==> src/rtl/yutorina_bus_unit.sv <==
// yutorina_bus_unit: CPU-side memory access unit. Addresses whose upper bits
// match SPM_TAG go straight to the scratch-pad with no added latency; all
// other addresses become an arbitrated bus transaction
// (IDLE -> REQ -> ACCESS -> [WAIT] -> IDLE), optionally bounded by a timeout.
//
// Handshake semantics (all strobes active low):
//   - CPU side: a request is presented while as_=0. The unit accepts it only in
//     IDLE. For a bus access busy=1 tells the CPU to hold off, and the cycle in
//     which busy drops carries the result on rd_data. SPM accesses never
//     assert busy.
//   - Bus side: bus_req_ stays low from acceptance until the transfer ends.
//     bus_as_ is low for exactly the single cycle in which bus_grnt_=0 is seen
//     in REQ. The transfer then ends on the first cycle with bus_rdy_=0.
//     bus_addr/bus_w_data read as 0 and bus_rw as 1 outside that strobe cycle.
module yutorina_bus_unit #(
  parameter int DATA_W     = 32,
  parameter int ADDR_W     = 30,
  parameter int SPM_ADDR_W = 12,
  parameter int SPM_TAG    = 0,
  parameter int TIMEOUT    = 255
) (
  input  logic                  clk,
  input  logic                  rst,
  input  logic                  stall,
  input  logic                  flush,
  output logic                  busy,
  input  logic [ADDR_W-1:0]     addr,
  input  logic                  as_,
  input  logic                  rw,
  input  logic [DATA_W-1:0]     wr_data,
  output logic [DATA_W-1:0]     rd_data,
  output logic [SPM_ADDR_W-1:0] spm_addr,
  output logic                  spm_as_,
  output logic                  spm_rw,
  output logic [DATA_W-1:0]     spm_w_data,
  input  logic [DATA_W-1:0]     spm_r_data,
  output logic                  bus_req_,
  input  logic                  bus_grnt_,
  output logic [ADDR_W-1:0]     bus_addr,
  output logic                  bus_as_,
  output logic                  bus_rw,
  output logic [DATA_W-1:0]     bus_w_data,
  input  logic [DATA_W-1:0]     bus_r_data,
  input  logic                  bus_rdy_,
  output logic                  err,
  output logic [1:0]            dbg_state
);

  localparam int TAG_W = ADDR_W - SPM_ADDR_W;
  localparam int CNT_W = (TIMEOUT > 0) ? $clog2(TIMEOUT + 1) : 1;
  localparam logic [TAG_W-1:0] TAG      = TAG_W'(SPM_TAG);
  // The timeout fires in the TIMEOUT-th cycle after entering REQ. The counter
  // reads 0 in the first such cycle.
  localparam logic [CNT_W-1:0] CNT_LAST = CNT_W'((TIMEOUT > 0) ? TIMEOUT - 1 : 0);
  localparam logic [CNT_W-1:0] CNT_MAX  = '1;
  localparam bit               TMO_EN   = (TIMEOUT > 0);

  typedef enum logic [1:0] {
    S_IDLE   = 2'd0,
    S_REQ    = 2'd1,
    S_ACCESS = 2'd2,
    S_WAIT   = 2'd3
  } state_t;

  state_t              state, state_nxt;
  logic [ADDR_W-1:0]   lat_addr;
  logic                lat_rw;
  logic [DATA_W-1:0]   lat_wdata;
  logic [DATA_W-1:0]   rd_buf;
  logic [CNT_W-1:0]    cnt;

  logic hit, spm_sel, start, tmo_hit;
  logic latch, buf_ld, cnt_clr, cnt_inc;

  assign hit       = (addr[ADDR_W-1:SPM_ADDR_W] == TAG);
  // New requests are only taken in IDLE. A flush cancels them outright.
  assign spm_sel   = (state == S_IDLE) && !as_ && hit && !flush;
  assign start     = (state == S_IDLE) && !as_ && !hit && !flush;
  assign tmo_hit   = TMO_EN && (cnt == CNT_LAST);
  assign dbg_state = state;

  // Scratch-pad path: address, direction and data pass straight through.
  assign spm_as_    = !spm_sel;
  assign spm_addr   = addr[SPM_ADDR_W-1:0];
  assign spm_rw     = rw;
  assign spm_w_data = wr_data;

  // Next-state and all handshake/data outputs for the bus sequencer.
  always_comb begin
    state_nxt  = state;
    busy       = 1'b0;
    rd_data    = '0;
    bus_req_   = 1'b1;
    bus_as_    = 1'b1;
    bus_addr   = '0;
    bus_rw     = 1'b1;
    bus_w_data = '0;
    err        = 1'b0;
    latch      = 1'b0;
    buf_ld     = 1'b0;
    cnt_clr    = 1'b0;
    cnt_inc    = 1'b0;
    case (state)
      S_IDLE: begin
        if (spm_sel) begin
          rd_data = spm_r_data;
        end else if (start) begin
          bus_req_  = 1'b0;
          busy      = 1'b1;
          latch     = 1'b1;
          cnt_clr   = 1'b1;
          state_nxt = S_REQ;
        end
      end
      S_REQ: begin
        if (flush) begin
          state_nxt = S_IDLE;
        end else if (tmo_hit) begin
          // Timeout beats a grant arriving in the same cycle: no strobe issued.
          err       = 1'b1;
          state_nxt = S_IDLE;
        end else begin
          bus_req_ = 1'b0;
          busy     = 1'b1;
          cnt_inc  = 1'b1;
          if (!bus_grnt_) begin
            bus_as_    = 1'b0;
            bus_addr   = lat_addr;
            bus_rw     = lat_rw;
            bus_w_data = lat_wdata;
            state_nxt  = S_ACCESS;
          end
        end
      end
      S_ACCESS: begin
        bus_req_ = 1'b0;
        if (!bus_rdy_) begin
          // Ready wins over a coincident timeout. Flush cannot abort here.
          rd_data   = lat_rw ? bus_r_data : '0;
          buf_ld    = 1'b1;
          state_nxt = stall ? S_WAIT : S_IDLE;
        end else if (tmo_hit) begin
          bus_req_  = 1'b1;
          err       = 1'b1;
          state_nxt = S_IDLE;
        end else begin
          busy    = 1'b1;
          cnt_inc = 1'b1;
        end
      end
      S_WAIT: begin
        // Replays the completed read while the pipeline is stalled.
        rd_data = rd_buf;
        if (!stall) state_nxt = S_IDLE;
      end
      default: state_nxt = S_IDLE;
    endcase
  end

  // State register.
  always_ff @(posedge clk or posedge rst) begin
    if (rst) state <= S_IDLE;
    else     state <= state_nxt;
  end

  // Request capture at acceptance, so the CPU may change its inputs afterwards.
  always_ff @(posedge clk or posedge rst) begin
    if (rst) begin
      lat_addr  <= '0;
      lat_rw    <= 1'b1;
      lat_wdata <= '0;
    end else if (latch) begin
      lat_addr  <= addr;
      lat_rw    <= rw;
      lat_wdata <= wr_data;
    end
  end

  // Read buffer holding the bus data returned on the ready cycle.
  always_ff @(posedge clk or posedge rst) begin
    if (rst)         rd_buf <= '0;
    else if (buf_ld) rd_buf <= bus_r_data;
  end

  // Timeout counter: cleared on acceptance, saturating so it never wraps.
  always_ff @(posedge clk or posedge rst) begin
    if (rst)                            cnt <= '0;
    else if (cnt_clr)                   cnt <= '0;
    else if (cnt_inc && cnt != CNT_MAX) cnt <= cnt + 1'b1;
  end

endmodule
==> config.mk <==
export PLATFORM = sky130hd
export DESIGN_NAME = yutorina_bus_unit
export DESIGN_NICKNAME = d
export VERILOG_FILES = /design/src/rtl/yutorina_bus_unit.sv
export SDC_FILE = /design/constraint.sdc
export NUM_CORES = 1
export LEC_CHECK = 0
export CORE_ASPECT_RATIO = 1.4
export CORE_UTILIZATION = 45
export CTS_BUF_LIST = sky130_fd_sc_hd__clkbuf_8
export CTS_CLUSTER_DIAMETER = 200
export DETAILED_ROUTE_END_ITERATION = 7
export PLACE_DENSITY = 0.88
export SYNTH_ARGS = -nofsm -noshare
export SYNTH_HDL_FRONTEND = slang
export SYNTH_SLANG_ARGS = --single-unit
==> constraint.sdc <==
create_clock -name clk -period 5.4 [get_ports clk]
set_input_delay 1.08 -clock clk [delete_from_list [all_inputs] [get_ports clk]]
set_output_delay 1.08 -clock clk [all_outputs]
set_load 0.01 [all_outputs]
==> results of run 1 <==
[state kept, by name, summed over array words and instances, names as in the netlist]
signal and count:
lat_wdata 32, lat_rw 1, rd_buf 32, dbg_state 2, cnt 8, lat_addr 30
[worst paths after layout]
path	start	endpoint
worst max-delay path	addr[13]	rd_data[13]
worst min register to register	lat_wdata[28]$_DFFE_PP0P_	lat_wdata[28]$_DFFE_PP0P_
worst min-delay path	lat_wdata[28]$_DFFE_PP0P_	lat_wdata[28]$_DFFE_PP0P_
min in group asynchronous	rst	lat_addr[27]$_DFFE_PP0P_
worst max register to register	dbg_state[0]$_DFFE_PP0P_	lat_addr[11]$_DFFE_PP0P_
max in group asynchronous	rst	lat_rw$_DFFE_PP1P_
[worst register-to-register path, stage by stage (launching register included)]
cell and delay, ns:
dfrtp_1 0.51, inv_1 0.16, ha_1 0.27, and2_1 0.21, o21ai_4 0.18, buf_4 0.65, mux2_2 0.46
[power groups by stage]
stage          combinational [W]  sequential [W]  clock, W
2_1_floorplan           0.000815         0.00131         0
3_3_place_gp             0.00126         0.00135         0
3_5_place_dp             0.00132         0.00138         0
4_1_cts                  0.00133         0.00137  0.000535
5_1_grt                  0.00142         0.00142  0.000560
6_report                 0.00131         0.00136  0.000520
[stage by stage]
step	utilization [%]	hold slack (ns)	instance area, um2	total power, W
3_3_place_gp	67.3	0.465	8280	0.00260
4_1_cts	69.0	0.494	8490	0.00323
3_5_place_dp	67.3	0.473	8280	0.00270
6_report	69.0	0.487	8490	0.00319
2_1_floorplan	-	0.456	5690	0.00213
5_1_grt	69.0	0.507	8490	0.00340
[final cells by class]
type | count | share of cell area (%)
clock buffer | 9 | 1.46
clock inverter | 7 | 1.05
inverter | 5 | 0.250
multi-input combinational | 335 | 30.3
sequential | 105 | 30.9
tap | 150 | 2.21
timing repair buffer | 287 | 33.8
[kinds of logic (layout without fill, tap and decap cells)]
kind of cell	Yosys count	after routing	synth area share, %
mux	97	97	19.2
buf+inv	82	308	9.21
compound gates	78	78	8.68
simple gates	144	144	13.7
xor+xnor	7	7	1.08
flops	105	105	46.2
fa+ha+maj	9	9	1.98
[routing by layer]
layer | vias to the layer above | track usage [%] | routed length (um)
li1 | 2198 | - | -
met1 | 2245 | 24.0 | 5500
met2 | 229 | 44.8 | 8230
met3 | 27 | 5.64 | 1070
met4 | 0 | 8.71 | 356
met5 | - | 0 | 0
[layout by cell type, fill, tap and decap left out, types with 4 or more instances in the layout]
master,instances
clkdlybuf4s50_1,280
dfrtp_1,104
and2_1,66
mux2_1,48
mux2_2,47
nand2_1,40
a22oi_1,32
o21ai_0,30
nor2_1,15
ha_1,9
clkbuf_8,9
inv_1,7
buf_4,6
xnor2_1,5
nor4_1,4
nand3_1,4
o21ai_1,4
a21oi_1,4
==> out/qor.yml, run 1 <==
regArea_um2: 2630
num_antenna_cells: 0
path_cells: "clkdlybuf4s50_1, nor4_1, nand3_1, nor4_4, buf_12, nand2_1, o21ai_0, clkdlybuf4s50_1"
dieHeight_um: 135
start_kind: "input port"
p_int_w: 0.00216
period_share_pct: 87.2
drive_gt1_share_pct: 10.2
area_growth_pct: 49.2
wirelength_mm: 15.2
worstMarginPinSlew_ns: 1.22
synth_area_per_cell_um2: 10.9
ys_seq_area_share_pct: 46.2
hold-path-cell-count: 1
instances_no_fill: 898
crit_family: "buffers and inverters"
post_cts_resized: 0
yosys.cell_count.top_type: "dfrtp_1"
drt_pre_antenna_iters: 4
pwr-share-comb_pct: 41.0
power_leakage_nw: 3.39
grt_usage_pct: 23.2
nets: 886
nFillCells: 879
initial_utilization_pct: 46.2
min_path_type: "reg2reg"
p_seq_share_pct: 42.7
synth_area_leaders: "dfrtp_1, mux2_1, mux2_2"
dr.first_iter.drc_count: 150
viasPerCell: 5.23
synth_edf_count: 0
ant_nets: 0
gp_congestion: 0.860
power_density_nw_per_um2: 376
switching_share_pct: 32.3
synth_common_cells: "dfrtp_1, and2_1, buf_4, mux2_1, mux2_2"
grt_pass1_vias: 4922
setup_ws_ns: 0.690
cts_tree: "yes"
setup_viol_count_final: 0
drt_drc_violations_left: 0
hold_buffers: 0
path_common_cell: "clkdlybuf4s50_1"
critical_path_arrival_ns: 3.63
grt_overflow: 0
maxSlewHeadroom_pct: 18.5
outcome: "complete, no violations"
clkPwrFrac_pct: 16.3
slew_violations: 0
r2r_cells: 6
synth_area_um2: 5690
fp.dieArea_um2: 13100
antenna_found_initial: 0
p_switching_w: 0.00103
finalHoldViolCount: 0
synth_top_cell_by_area: "dfrtp_1"
worst-path-stages: 8
dpl.cell_count: 882
grt_start_max_net_pins: 75
synth_top_cell_area_share_pct: 45.7
totalNegativeSetupSlack_ns: 0
cts-root-buf: "clkbuf_8"
post-place-ws_ns: 0.657
synth-main-ff-cell: "dfrtp_1"
syn-num-nets: 665
rows: 48
cp_data_required_time_ns: 4.32
crit_fanout: 32
synth_warnings: 0
die_x_um: 97.1
crit_path_end_kind: "output port"
rsz0062_at_grt: "no"
maxCapViolations: 0
period_needed_ns: 4.71
crit_type: "in2out"
synth_cells: 522
fin_skew_ns: 0.0193
crit_slowest_cell: "clkdlybuf4s50_1"
ys_seq_elements: 105
clk_pin_slew_ns: 0.09
wire_per_inst_um: 16.9
multiInputGateArea_um2: 2580
critPathMaxStageDelay_ns: 0.60
dp_hpwl_mm: 11.7
insertion_delay_ns: 0.37
ir_drop_uv: 208
async_flop_share_pct: 100
clock_path_buffers: 2
yosysUniqueCellTypes: 39
htreeDepth: 3
post_cts.repair.setup_buffers: 0
reg2reg_slack_ns: 2.85
cts_sinks: 105
port_buffers: 280
grt_pass1_wl_mm: 24.1
num_vias: 4699
max_freq_ghz: 0.212
cts_buffers: 9
critical_path_buf_inv_count: 3
core_um2: 12300
ioPinCount: 281
No activity file was read; power rests on OpenSTA's default activity.
==> run 2: changes to the inputs <==
Settings changed: CTS_CLUSTER_DIAMETER 200 to 100, SLEW_MARGIN from default to 20.
==> out/qor.yml, run 2 (synthesized netlist as in run 1, its figures left out) <==
outcome: "complete, no violations"
initial_utilization_pct: 46.2  # unchanged
min_path_type: "reg2reg"
grt_util_met1_pct: 24.0  # unchanged
post-place-ws_ns: 0.657  # unchanged
drive_gt1_share_pct: 10.4  # +0.27 points
maxCapViolations: 0  # unchanged
post_cts_resized: 0  # unchanged
p_switching_w: 0.00103  # about the same
grt.busiest_layer: "met2"
cts-root-buf: "clkbuf_8"
use_met3_pct: 5.64  # unchanged
drt_drc_violations_left: 0  # unchanged
switching_share_pct: 32.3  # -0.036 points
setup_ws_ns: 0.701  # +0.0108 ns
pwr-share-comb_pct: 41.1  # about the same
gp_congestion: 0.860  # unchanged
critical_path_arrival_ns: 3.62  # about the same
clkPwrFrac_pct: 16.3  # about the same
grt_overflow: 0  # unchanged
wirelength_mm: 15.1  # about the same
max_freq_ghz: 0.213  # +0.23%
grt_usage_pct: 23.2  # unchanged
p_seq_share_pct: 42.6  # about the same
grt_start_max_net_pins: 75  # unchanged
post_cts.repair.setup_buffers: 0  # unchanged
min_from: "lat_wdata[28]$_DFFE_PP0P_"
port_buffers: 280  # unchanged
grt_pass1_wl_mm: 24.1  # unchanged
use_met2_pct: 44.8  # unchanged
fp.dieArea_um2: 13100  # unchanged
hold_buffers: 0  # unchanged
slew_violations: 0  # unchanged
rsz0062_at_grt: "no"
finalHoldViolCount: 0  # unchanged
htreeDepth: 3  # unchanged
multiInputGateArea_um2: 2580  # +0.19%
hold_slack_ns: 0.488  # +0.000436 ns
dieHeight_um: 135  # unchanged
die_x_um: 97.1  # unchanged
p_int_w: 0.00217  # +0.16%
regArea_um2: 2630  # unchanged
p_total_w: 0.00320  # +0.10%
mostFrequentLayoutCell: "clkdlybuf4s50_1"
cts_tree: "yes"
ant_nets: 0  # unchanged
ioPinCount: 281  # unchanged
setup_viol_count_final: 0  # unchanged
core_um2: 12300  # unchanged
totalNegativeSetupSlack_ns: 0  # unchanged
crit_path_start: "addr[13]"
top_regs: "lat_wdata: 32 flops, rd_buf: 32 flops, lat_addr: 30 flops"
cts_buffers: 9  # unchanged
worstReg2RegStart: "dbg_state[0]$_DFFE_PP0P_"
num_antenna_cells: 0  # unchanged
nets: 886  # unchanged
cp_data_required_time_ns: 4.32  # about the same
power_density_nw_per_um2: 376  # about the same
hold-path-cell-count: 1  # unchanged
start_kind: "input port"
cts_sinks: 105  # unchanged
crit_fanout: 32  # unchanged
crit_path_end_kind: "output port"
crit_type: "in2out"
area_growth_pct: 49.3  # about the same
wire_per_inst_um: 16.9  # about the same
fin_skew_ns: 0.0182  # -0.00113 ns
layout_common_cells: "clkdlybuf4s50_1, dfrtp_1, and2_1"
ir_drop_uv: 211  # +1.8%
worstMarginPinSlew_ns: 0.880  # -0.342 ns
maxSlewHeadroom_pct: 41.4  # +23 points
fin_util_pct: 69.0  # about the same
num_vias: 4684  # -0.32%
clk_pin_slew_ns: 0.09  # about the same
power_leakage_nw: 3.39  # about the same
viasPerCell: 5.22  # -0.32%
period_share_pct: 87.0  # -0.20 points
antenna_found_initial: 0  # unchanged
period_needed_ns: 4.70  # -0.0108 ns
r2r_cells: 6  # unchanged
nFillCells: 877  # -0.23%
dr.first_iter.drc_count: 138  # -8.0%
drt_pre_antenna_iters: 4  # unchanged
dp_hpwl_mm: 11.7  # unchanged
insertion_delay_ns: 0.37  # about the same
rows: 48  # unchanged
grt_pass1_vias: 4922  # unchanged
clock_path_buffers: 2  # unchanged
[run 2: worst paths after layout]
| check | endpoint | slack, ns |
|---|---|---|
| setup reg to reg | lat_addr[11]$_DFFE_PP0P_ | 2.87 |
| setup / recovery | rd_data[13] | 0.70 |
| min in group asynchronous | lat_addr[27]$_DFFE_PP0P_ | 1.26 |
| hold reg to reg | lat_wdata[28]$_DFFE_PP0P_ | 0.49 |
| hold / removal | lat_wdata[28]$_DFFE_PP0P_ | 0.49 |
| max in group asynchronous | lat_rw$_DFFE_PP1P_ | 3.13 |
[run 2: per-layer routing]
metal	wire length, um	part of all wire, %
met4	356	2.4
met5	0	0
met2	8200	54
met3	1070	7.1
met1	5510	36
[run 2: power by group through the flow]
stage          registers, W  logic, W  clock network (W)
6_report            0.00136   0.00131           0.000520
2_1_floorplan       0.00131  0.000815                  0
5_1_grt             0.00142   0.00143           0.000560
4_1_cts             0.00137   0.00133           0.000535
3_3_place_gp        0.00135   0.00126                  0
3_5_place_dp        0.00138   0.00132                  0
[run 2: worst max-delay path: stages]
cell and delay [ns]:
clkdlybuf4s50_1 0.48, nor4_1 0.45, nand3_1 0.29, nor4_4 0.33, buf_12 0.22, nand2_1 0.06
o21ai_0 0.11, clkdlybuf4s50_1 0.59
[run 2: stage by stage]
step	std cells	area, um2
floorplan	522	5690
CTS	898	8490
finish	898	8500
detailed placement	882	8280
global placement	882	8280
global route	898	8500
[run 2: cell type report]
class                      instances  share of cell area, %
timing repair buffer             287                   33.7
tap                              150                   2.21
multi-input combinational        335                   30.4
inverter                           5                  0.250
clock buffer                       9                   1.46
sequential                       105                   30.9
clock inverter                     7                   1.05
==> run 3: changes to the inputs <==
Settings changed: CTS_CLUSTER_SIZE from default to 30.
==> results of run 3 <==
The final DEF is identical to that of run 2; final timing and power are the same.
